**src/rtl/mmio_uart_tx_pkg.sv**
```systemverilog
// Shared types and constants for the memory-mapped UART transmitter:
// FSM state encoding, status word bit positions and a status packing helper.
package mmio_uart_tx_pkg;

  typedef enum logic [1:0] {
    IDLE  = 2'd0,
    START = 2'd1,
    DATA  = 2'd2,
    STOP  = 2'd3
  } tx_state_e;

  localparam int STATUS_W    = 16;
  localparam int BUSY_BIT    = 15;
  localparam int OVERRUN_BIT = 14;
  localparam int CLEAR_BIT   = 15;
  localparam int DATA_BITS   = 8;
  localparam int BAUD_CNT_W  = 16;

  // Status word layout: busy, overrun, six reserved zero bits, last accepted byte.
  function automatic logic [STATUS_W-1:0] pack_status(
    input logic                 busy,
    input logic                 overrun,
    input logic [DATA_BITS-1:0] data
  );
    logic [STATUS_W-1:0] word;
    word              = '0;
    word[BUSY_BIT]    = busy;
    word[OVERRUN_BIT] = overrun;
    word[7:0]         = data;
    return word;
  endfunction

endpackage

```
**src/rtl/mmio_uart_tx_if.sv**
```systemverilog
// IO-slot bundle between the CPU memory map and the UART transmitter:
// write strobe and data in, status word and serial line out.
interface mmio_uart_tx_if;
  import mmio_uart_tx_pkg::*;

  logic                load;
  logic [STATUS_W-1:0] in;
  logic [STATUS_W-1:0] out;
  logic                tx;

  modport master (
    output load,
    output in,
    input  out,
    input  tx
  );

  modport slave (
    input  load,
    input  in,
    output out,
    output tx
  );

endinterface

```
**src/rtl/mmio_uart_tx_baud_counter.sv**
```systemverilog
// Bit-period timer: counts 0..CLKS_PER_BIT-1 while enabled and flags the last
// cycle of each bit period; held at zero whenever disabled.
module uart_baud_counter
  import mmio_uart_tx_pkg::*;
#(
  parameter int unsigned CLKS_PER_BIT = 217
) (
  input  logic clk,
  input  logic rst_n,
  input  logic en_i,
  output logic bit_done_o
);

  localparam logic [BAUD_CNT_W-1:0] LAST_CNT = BAUD_CNT_W'(CLKS_PER_BIT - 1);

  logic [BAUD_CNT_W-1:0] cnt_q;
  logic [BAUD_CNT_W-1:0] cnt_d;
  logic                  at_last_s;

  // Next count: wrap on the last cycle of a bit, clear when disabled.
  always_comb begin
    at_last_s = (cnt_q == LAST_CNT);
    cnt_d     = cnt_q;
    if (!en_i) begin
      cnt_d = {BAUD_CNT_W{1'b0}};
    end else if (at_last_s) begin
      cnt_d = {BAUD_CNT_W{1'b0}};
    end else begin
      cnt_d = cnt_q + {{(BAUD_CNT_W-1){1'b0}}, 1'b1};
    end
  end

  // Counter register.
  always_ff @(posedge clk or negedge rst_n) begin
    if (!rst_n) begin
      cnt_q <= {BAUD_CNT_W{1'b0}};
    end else begin
      cnt_q <= cnt_d;
    end
  end

  assign bit_done_o = en_i & at_last_s;

endmodule

```
**src/rtl/mmio_uart_tx.sv**
```systemverilog
// Memory-mapped 8N1 UART transmitter: a non-clear write while idle starts a
// frame, writes while busy are dropped and flag a sticky overrun.
module mmio_uart_tx
  import mmio_uart_tx_pkg::*;
#(
  parameter int unsigned CLKS_PER_BIT = 217
) (
  input  logic          clk,
  input  logic          rst_n,
  mmio_uart_tx_if.slave bus
);

  tx_state_e                state_q;
  logic                     tx_q;
  logic                     busy_q;
  logic                     ovr_q;
  logic                     ovr_d;
  logic [DATA_BITS-1:0]     data_q;
  logic [DATA_BITS-1:0]     shift_q;
  logic [2:0]               bit_idx_q;

  logic                     wr_data_s;
  logic                     wr_clear_s;
  logic                     wr_start_s;
  logic                     wr_drop_s;
  logic                     baud_en_s;
  logic                     bit_done_s;
  logic                     unused_in_s;

  // Reserved write-data bits carry no meaning for this slot.
  assign unused_in_s = ^bus.in[14:8];

  // Decode the write strobe against the current state and update overrun.
  always_comb begin
    wr_data_s  = bus.load & ~bus.in[CLEAR_BIT];
    wr_clear_s = bus.load &  bus.in[CLEAR_BIT];
    wr_start_s = wr_data_s & (state_q == IDLE);
    wr_drop_s  = wr_data_s & (state_q != IDLE);
    baud_en_s  = (state_q != IDLE);
    if (wr_clear_s) begin
      ovr_d = 1'b0;
    end else if (wr_drop_s) begin
      ovr_d = 1'b1;
    end else begin
      ovr_d = ovr_q;
    end
  end

  uart_baud_counter #(
    .CLKS_PER_BIT (CLKS_PER_BIT)
  ) u_baud (
    .clk        (clk),
    .rst_n      (rst_n),
    .en_i       (baud_en_s),
    .bit_done_o (bit_done_s)
  );

  // Frame FSM with registered line and status outputs.
  always_ff @(posedge clk or negedge rst_n) begin
    if (!rst_n) begin
      state_q   <= IDLE;
      tx_q      <= 1'b1;
      busy_q    <= 1'b0;
      ovr_q     <= 1'b0;
      data_q    <= 8'h00;
      shift_q   <= 8'h00;
      bit_idx_q <= 3'd0;
    end else begin
      ovr_q <= ovr_d;
      case (state_q)
        IDLE: begin
          if (wr_start_s) begin
            state_q   <= START;
            tx_q      <= 1'b0;
            busy_q    <= 1'b1;
            data_q    <= bus.in[7:0];
            shift_q   <= bus.in[7:0];
            bit_idx_q <= 3'd0;
          end else begin
            tx_q   <= 1'b1;
            busy_q <= 1'b0;
          end
        end
        START: begin
          if (bit_done_s) begin
            state_q   <= DATA;
            tx_q      <= shift_q[0];
            shift_q   <= {1'b0, shift_q[7:1]};
            bit_idx_q <= 3'd0;
          end else begin
            tx_q <= 1'b0;
          end
        end
        DATA: begin
          if (bit_done_s) begin
            if (bit_idx_q == 3'd7) begin
              state_q   <= STOP;
              tx_q      <= 1'b1;
              bit_idx_q <= 3'd0;
            end else begin
              tx_q      <= shift_q[0];
              shift_q   <= {1'b0, shift_q[7:1]};
              bit_idx_q <= bit_idx_q + 3'd1;
            end
          end else begin
            bit_idx_q <= bit_idx_q;
          end
        end
        STOP: begin
          // Busy stays up through the last stop cycle so a write there is dropped.
          if (bit_done_s) begin
            state_q <= IDLE;
            busy_q  <= 1'b0;
          end else begin
            tx_q <= 1'b1;
          end
        end
        default: begin
          state_q   <= IDLE;
          tx_q      <= 1'b1;
          busy_q    <= 1'b0;
          bit_idx_q <= 3'd0;
        end
      endcase
    end
  end

  assign bus.tx  = tx_q;
  assign bus.out = pack_status(busy_q, ovr_q, data_q);

endmodule

```
**src/flat_wrapper.sv**
```systemverilog
// flat-port wrapper written by rule: the top's interface ports become plain ports
module mmio_uart_tx_flat import mmio_uart_tx_pkg::*;
#(
  parameter int unsigned CLKS_PER_BIT = 217
)
  (clk, rst_n, bus_load, bus_in, bus_out, bus_tx);
  mmio_uart_tx_if bus_i ();
  input  logic clk;
  input  logic rst_n;
  input wire logic [$bits(bus_i.load)-1:0] bus_load;
  input wire logic [$bits(bus_i.in)-1:0] bus_in;
  output wire logic [$bits(bus_i.out)-1:0] bus_out;
  output wire logic [$bits(bus_i.tx)-1:0] bus_tx;
  assign bus_i.load = bus_load;
  assign bus_i.in = bus_in;
  assign bus_out = bus_i.out;
  assign bus_tx = bus_i.tx;
  mmio_uart_tx #(.CLKS_PER_BIT(CLKS_PER_BIT)) u_core (.clk(clk), .rst_n(rst_n), .bus(bus_i));
endmodule
```
**config.mk**
```make
export PLATFORM = sky130hd
export DESIGN_NAME = mmio_uart_tx_flat
export DESIGN_NICKNAME = d
export VERILOG_FILES = /design/src/rtl/mmio_uart_tx_pkg.sv /design/src/rtl/mmio_uart_tx_if.sv /design/src/rtl/mmio_uart_tx_baud_counter.sv /design/src/rtl/mmio_uart_tx.sv /design/src/flat_wrapper.sv
export SDC_FILE = /design/constraint.sdc
export NUM_CORES = 1
export LEC_CHECK = 0
export CAP_MARGIN = 20
export CORE_UTILIZATION = 31
export CTS_CLUSTER_DIAMETER = 30
export DETAILED_ROUTE_END_ITERATION = 8
export GPL_TIMING_DRIVEN = 0
export SYNTH_ARGS = -nofsm -noshare
export SYNTH_HDL_FRONTEND = slang
export SYNTH_HIERARCHICAL = 1
export SYNTH_SLANG_ARGS = --single-unit
```
**constraint.sdc**
```tcl
create_clock -name clk -period 3.73 [get_ports clk]
set_input_delay 0.746 -clock clk [delete_from_list [all_inputs] [get_ports clk]]
set_output_delay 0.746 -clock clk [all_outputs]
set_load 0.03 [all_outputs]
```
After elaboration in Yosys (flattened, before gate mapping)
Index checks and enable logic that the tools add are counted.
- bitwise logic cells: 6
- equal/unequal tests: 12
- reduce and logical (&&, ||, !) cells: 11
- add/subtract/negate cells: 2
- mux-type cells: 29
- operators with widths (cell ; count):
    16-bit two-way mux ; 2
    8-bit two-way mux ; 4
    8-bit case mux with 3 select lines ; 1
    16-bit by 1-bit adder with 16-bit output, second input constant ; 1
    16-bit by 8-bit equality test with 1-bit output, second input constant ; 1
    3-bit two-way mux ; 4
    2-bit two-way mux ; 5
    2-bit by 1-bit inequality test with 1-bit output, second input constant ; 5
    5-bit AND reduction ; 2
    1-bit two-way mux ; 9
    3-bit case mux with 3 select lines ; 1
    2-bit case mux with 4 select lines ; 1
    2-bit AND reduction ; 3
    2-bit nonzero test ; 3
    1-bit AND ; 5
    2-bit equality test, second input constant ; 2
    2-bit inequality test, second input constant ; 2
    1-bit case mux with 4 select lines ; 1
    4-bit AND reduction ; 1
    3-bit by 1-bit adder with 3-bit output, second input constant ; 1
    3-bit equality test, second input constant ; 1
    3-bit nonzero test ; 1
    2-bit by 1-bit equality test with 1-bit output, second input constant ; 1
    2-bit zero test ; 1
    other kinds (2) ; 2
- logic and storage cells: 68
- register bits after elaboration: 40

Depth between registers and ports, before layout
- word-level depth: 5
- depth in mapped cells: 10
- depth with buffers taken out: 9

Modules after synthesis
The synthesis kept the hierarchy.
- modules (own cells, without submodules) (module ; cells an instance ; area an instance (um^2) ; sequential area each (um^2) ; times used):
    mmio_uart_tx ; 109 ; 1328.8 ; 601.8 ; 1
    uart_baud_counter ; 86 ; 930.9 ; 400.4 ; 1

Least setup slack after synthesis
No wires, ideal clock.
- kind: reg-to-reg
- start point: register u_core.u_baud.cnt_q[0]
- end point: register u_core.state_q[1]
- stages on the path, launching flop included: 10
- slack: 1.711 ns
- clock period less this slack: 2.019 ns
- library setup time: 0.125 ns
- arrival: 1.895 ns
- cells stage by stage: dfrtp_1 inv_1 ha_1 nor4b_2 nand4_1 nor2_1 buf_4 inv_1 a222oi_1 mux2_2
- longest elaborated chain between the ends: 4
- elaborated cells on any way between the ends: 6
- those cells by class: eq/ne (4); bitwise (1); reduce/logical (1)
- ends and longest elaborated chain (what ; RTL line ; text):
    start, declared ; mmio_uart_tx_baud_counter.sv:16 ; logic [BAUD_CNT_W-1:0] cnt_q;
    start signal, assigned ; mmio_uart_tx_baud_counter.sv:36 ; cnt_q <= {BAUD_CNT_W{1'b0}};
    start signal, assigned ; mmio_uart_tx_baud_counter.sv:38 ; cnt_q <= cnt_d;
    16-bit by 8-bit equality test with 1-bit output (*) ; mmio_uart_tx_baud_counter.sv:22 ; at_last_s = (cnt_q == LAST_CNT);
    1-bit AND (*) ; mmio_uart_tx_baud_counter.sv:42 ; assign bit_done_o = en_i & at_last_s;
    net u_core.bit_done_s ; mmio_uart_tx.sv:27 ; logic bit_done_s;
    2-bit by 1-bit inequality test with 1-bit output (no line) ; -- ;
    5-bit AND reduction (no line) (*) ; -- ;
    end signal, assigned ; mmio_uart_tx.sv:61 ; state_q <= IDLE;
    end signal, assigned ; mmio_uart_tx.sv:73 ; state_q <= START;
    end signal, assigned ; mmio_uart_tx.sv:86 ; state_q <= DATA;
    end, declared ; mmio_uart_tx.sv:13 ; tx_state_e state_q;
The timed path passes the listed nets; every way through them passes the cells marked *.
A chain may end at the register's enable or synchronous reset.

Final worst setup path
Ends and elaborated chain as after synthesis.

==> metrics <==
CTS clk-pin slew, worst paths=0.08 ns; remaining antenna violation count=0; GRT overflow=0; critical path buffer and inverter count=3; vias in the first global route=1422; Most used DFF post-synth=dfrtp_1; P per Cell Area=293 nW/um^2; area delta synth->final=20.7%; full die area=7630 sq um; DP Area=2630 sq um; FMAX=441 MHz; Top Family by Delay on Critical Path=simple AND/OR/NAND/NOR gates; DRC violations left=0; CTS tree=done; synthesized flop and latch total=40; row count=30; CP dominant cell by count=inv_1; Final Skew=0.00377 ns; RD Place Congestion=0.841; reg-to-reg slack, setup=1.46 ns; Pre-antenna DRT Iters=4; synth top area cells=dfrtp_1 (43%), mux2_2 (8.0%), mux2_4 (5.3%), ha_1 (5.0%), xnor2_1 (4.3%); Final nets=258; Cells after Synth=195; CP max-delay cell=dfrtp_1; maximum vdd drop=168 uV; Hold Path Class=input pin to asynchronous set/reset pin; Arr. time, crit path=2.44 ns; largest net degree at the start of global routing=29; first-pass GRT wire length=6780 microns; worst-case reg-to-reg path depth=9; I/O Buffers=22; outcome=finished clean; crit-path max cell delay=0.45 ns; Tot GR Track Use=0.114; crit-path cells=inv_1, ha_1, nor4b_2, nand4_1, nor2_1, buf_4, inv_1, a222oi_1, mux2_2; clk root buf=clkbuf_8; DP HPWL=2850 microns; crit start category=flop; Setup crit end kind=flop; Final setup viols=0; area leader, netlist=dfrtp_1; Starting Density=0.327; Syn. warnings=6; DRT Wirelength=3920 microns; core area=6910 sq um; final clock period utilization by the worst path=0.608; initial antenna violation count=0; H-tree levels=2; ANT cells=0; Vias/cell=4.39; post-CTS sizing=0; DR WL/cell=12.0 microns; ratio of cells with drive above 1 in the final layout=0.320; Crit Path Class=flop to flop; Worst EP required=3.91 ns; Syn Std Cell Area=2260 sq um; Post-CTS Setup Inserts=0; Clock Sinks=40; setup total negative slack=0 ns; Hold Buf Count CTS=0; worst skew pair latency=0.29 ns; TritonCTS buffer count=5; Netlist cell types=47; register area share after synthesis=0.444; Iteration-0 DRC Markers=45; WP depth=9; min Tclk post-route=2.27 ns; # Max-Cap Violations=0; fin. max-slew vios=0; crit path max fanout=7; Final Cell Area=2730 sq um; io pins=36; unrepaired setup endpoints after global routing=false; Die Y=87.4 microns; via count=1436; final hold vios=0; Synth top area share=0.432; DIE WIDTH=87.4 microns; fraction of registers with async set/reset=1.00; EDFF count, synth=0; syn avg cell area=11.6 sq um; CTS max path bufs=2; leak pwr=1.24 nW
cells by family after synthesis:
family,after synthesis,synth area share
AO/OA/AOI/OAI,16,0.0482
adder cells (fa/ha/maj),9,0.0498
AND/OR/NAND/NOR,62,0.186
flip-flops,40,0.444
other,1,0.00166
buffers and inverters,26,0.0698
XOR/XNOR,13,0.0504
multiplexers,28,0.151
cells in the mapped netlist (2+ instances only):
library cell / instances
xor2_1: 2
buf_4: 9
xnor2_1: 11
nor3_1: 4
ha_1: 9
inv_1: 12
mux2_4: 8
a31o_2: 2
nand4_1: 3
nand3_1: 4
o21ai_0: 4
nor4_2: 3
nand2_1: 10
buf_6: 2
nand3_4: 2
mux2_2: 16
nor2_2: 10
dfrtp_1: 39
mux2i_1: 3
nor2_1: 12
a21oi_1: 4
sequential cells by signal, summed over array words and instances (netlist names):
signal               cells
u_core/shift_q           8
u_core/busy_q            1
u_core/ovr_q             1
u_core/u_baud/cnt_q     16
u_core/state_q           2
u_core/data_q            8
u_core/bit_idx_q         3
u_core/bus.tx            1
cells in the final DEF, fill, tap and decap left out, drive strengths merged, types with 2 or more instances in the layout:
master          n
nand2          12
nand4           4
dfrtp          39
conb            6
clkinv          2
clkdlybuf4s50  21
mux2i           3
nand3           7
o21ai           6
ha              9
mux2           25
nor3            5
inv            13
nor4            5
buf            15
a31o            2
nor2           22
xnor2          11
xor2            2
a21oi           4
clkbuf          6
report_power, final:
part	switching [W]	total, W	internal [W]	leakage (nW)
sequential	0.00000242	0.000440	0.000438	0.513
combinational	0.0000329	0.0000623	0.0000294	0.672
clock	0.000149	0.000296	0.000148	0.0510
total	0.000184	0.000799	0.000615	1.24
worst paths after layout:
check	to	start
setup / recovery	u_core/state_q[1]$_DFFE_PN0P_	u_core/u_baud/cnt_q[0]$_DFF_PN0_
hold / removal	u_core/u_baud/cnt_q[12]$_DFF_PN0_	rst_n
setup reg to reg	u_core/state_q[1]$_DFFE_PN0P_	u_core/u_baud/cnt_q[0]$_DFF_PN0_
hold reg to reg	u_core/bus.tx$_DFFE_PN1P_	u_core/bus.tx$_DFFE_PN1P_
max in group asynchronous	u_core/bus.tx$_DFFE_PN1P_	rst_n
min in group clk	u_core/bus.tx$_DFFE_PN1P_	u_core/bus.tx$_DFFE_PN1P_
per-layer routing:
layer,vias to the layer above,global-route usage,part of all wire
met5,-,0,0
met4,0,0.0313,0.0074
met3,5,0.0294,0.029
met2,19,0.190,0.49
met1,688,0.147,0.48
li1,724,-,-
cell type report:
class                           count  area (sq um)
Clock buffer                        6          82.6
Clock inverter                      2          10.0
Buffer                             13           109
Fill cell                         690          4180
Timing Repair Buffer               23           235
Multi-Input combinational cell    134          1120
Sequential cell                    40          1000
Tap cell                           96           120
Inverter                           13          48.8
stage by stage:
| step | instances | hold slack (ns) | total power [W] | worst slack, ns | util |
|---|---|---|---|---|---|
| 3_5_place_dp | 319 | 0.480 | 0.000512 | 1.44 | 0.381 |
| 6_report | 327 | 0.342 | 0.000799 | 1.46 | 0.395 |
| 5_1_grt | 327 | 0.358 | 0.000837 | 1.29 | 0.395 |
| 3_3_place_gp | 318 | 0.483 | 0.000510 | 0.808 | 0.379 |
| 4_1_cts | 327 | 0.348 | 0.000813 | 1.42 | 0.395 |
| 2_1_floorplan | 200 | 0.450 | 0.000478 | 1.71 | - |
Note: power is estimated with default switching activity, not from simulation.
==> patch, RTL diff (same flow settings) <==
Change the package constant `STATUS_W` from 16 to 18.
--- a/src/rtl/mmio_uart_tx_pkg.sv
+++ b/src/rtl/mmio_uart_tx_pkg.sv
@@ -9,7 +9,7 @@
     STOP  = 2'd3
   } tx_state_e;
 
-  localparam int STATUS_W    = 16;
+  localparam int STATUS_W    = 18;
   localparam int BUSY_BIT    = 15;
   localparam int OVERRUN_BIT = 14;
   localparam int CLEAR_BIT   = 15;
Ports: changed (resized bus_in and bus_out); port bits go from 36 to 40. The function was not compared with the original's and may differ.
==> patch against the unedited design <==
- sequential cell count unchanged
- power increased by 7.4%
- design area increased by 1.4%
- synthesized area increased by 0.66%
- count of clock-buffer cells in the layout unchanged
- largest power group unchanged
- critical path type unchanged
- core utilization increased by 0.33 points
- highest routed layer unchanged
- first-iteration DRC count decreased by 8.9%
- setup slack got worse by 15 ps
- wire length increased by 1.4%
- critical path depth unchanged
- final cell count increased by 1.2%
- combinational power increased by 7.1%
==> patch: results <==
[yosys]
muxShareOfSynthArea_pct = 15.0
synthAdderAreaFrac_pct = 4.95
synth_xor_area_share_pct = 5.01
seq_area_frac_synth_pct = 44.1
syn-mean-instance-area_um2 = 11.5
synth_commonest_cells = 39 x dfrtp_1, 16 x mux2_2, 12 x inv_1, 12 x nor2_1

[grt]
met2_usage_pct = 18.4
grt_use_met1_pct = 15.6
first_global_vias = 1460
grt_usage_pct = 11.7
grt_use_met3_pct = 2.83

[outcome]
outcome = complete, no violations

[finish]
finalNetCount = 264
design_area_um2 = 2760
final_cell_count_no_fill = 331
num-fill-cells = 695
drive_gt1_share_pct = 31.9

[routing]
vias = 1449
wl_met2_um = 1920
drt_iter0_drc = 41
wl_met3_um = 145
drt-met1-wl_um = 1900

[sta]
skew_ps = 2.70

[worst_setup_path]
worst_ep_arrival_time_ps = 2470

[placed_design]
gp_congestion = 0.794
dp_hpwl_um = 2840
dp.cells = 323

[pwr]
leakagePower_nw = 1.26
ir_drop_v = 0.000149
## patch: through the flow
step	power (W)	hold WS (ps)
final	0.000858	281
after global routing	0.000900	279
after CTS	0.000876	274
after detailed placement	0.000517	478
after global placement	0.000514	482
after floorplan	0.000482	450
## patch: how the worst max path moves through the flow
stage	endpoint	slack (ps)	from
final	u_core/state_q[1]	1450	u_core/u_baud/cnt_q[0]
after global routing	u_core/state_q[1]	1280	u_core/u_baud/cnt_q[0]
after CTS	u_core/state_q[1]	1430	u_core/u_baud/cnt_q[0]
after detailed placement	u_core/bit_idx_q[0]	1430	bus_load
after global placement	u_core/data_q[1]	820	rst_n
after floorplan	u_core/state_q[1]	1710	u_core/u_baud/cnt_q[0]
## patch: worst max-delay path: stages, from the launching register on
cell and delay, ps:
dfrtp_1 450, inv_1 90, ha_1 150, nor4b_2 180
nand4_1 210, nor2_1 140, buf_4 160, inv_1 80
a222oi_1 340, mux2_2 370
## patch: kinds of logic after synthesis
| kind of cell | after synthesis |
|---|---|
| mux | 28 |
| xor+xnor | 13 |
| compound gates | 16 |
| other cells | 1 |
| simple gates | 62 |
| buf+inv | 28 |
| flops | 40 |
| fa+ha+maj | 9 |
## patch: cell type report
type / instances / share of cell area, %
Tap cell: 96 / 4.35
Clock inverter: 2 / 1.27
Buffer: 15 / 4.48
Timing Repair Buffer: 23 / 8.51
Sequential cell: 40 / 36.3
Multi-Input combinational cell: 136 / 40.7
Clock buffer: 6 / 2.63
Inverter: 13 / 1.77
## patch: power by group
group          switching [W]  internal (W)   total, W
Clock               0.000153      0.000199   0.000352
Combinational      0.0000359     0.0000308  0.0000667
Sequential        0.00000242      0.000438   0.000440
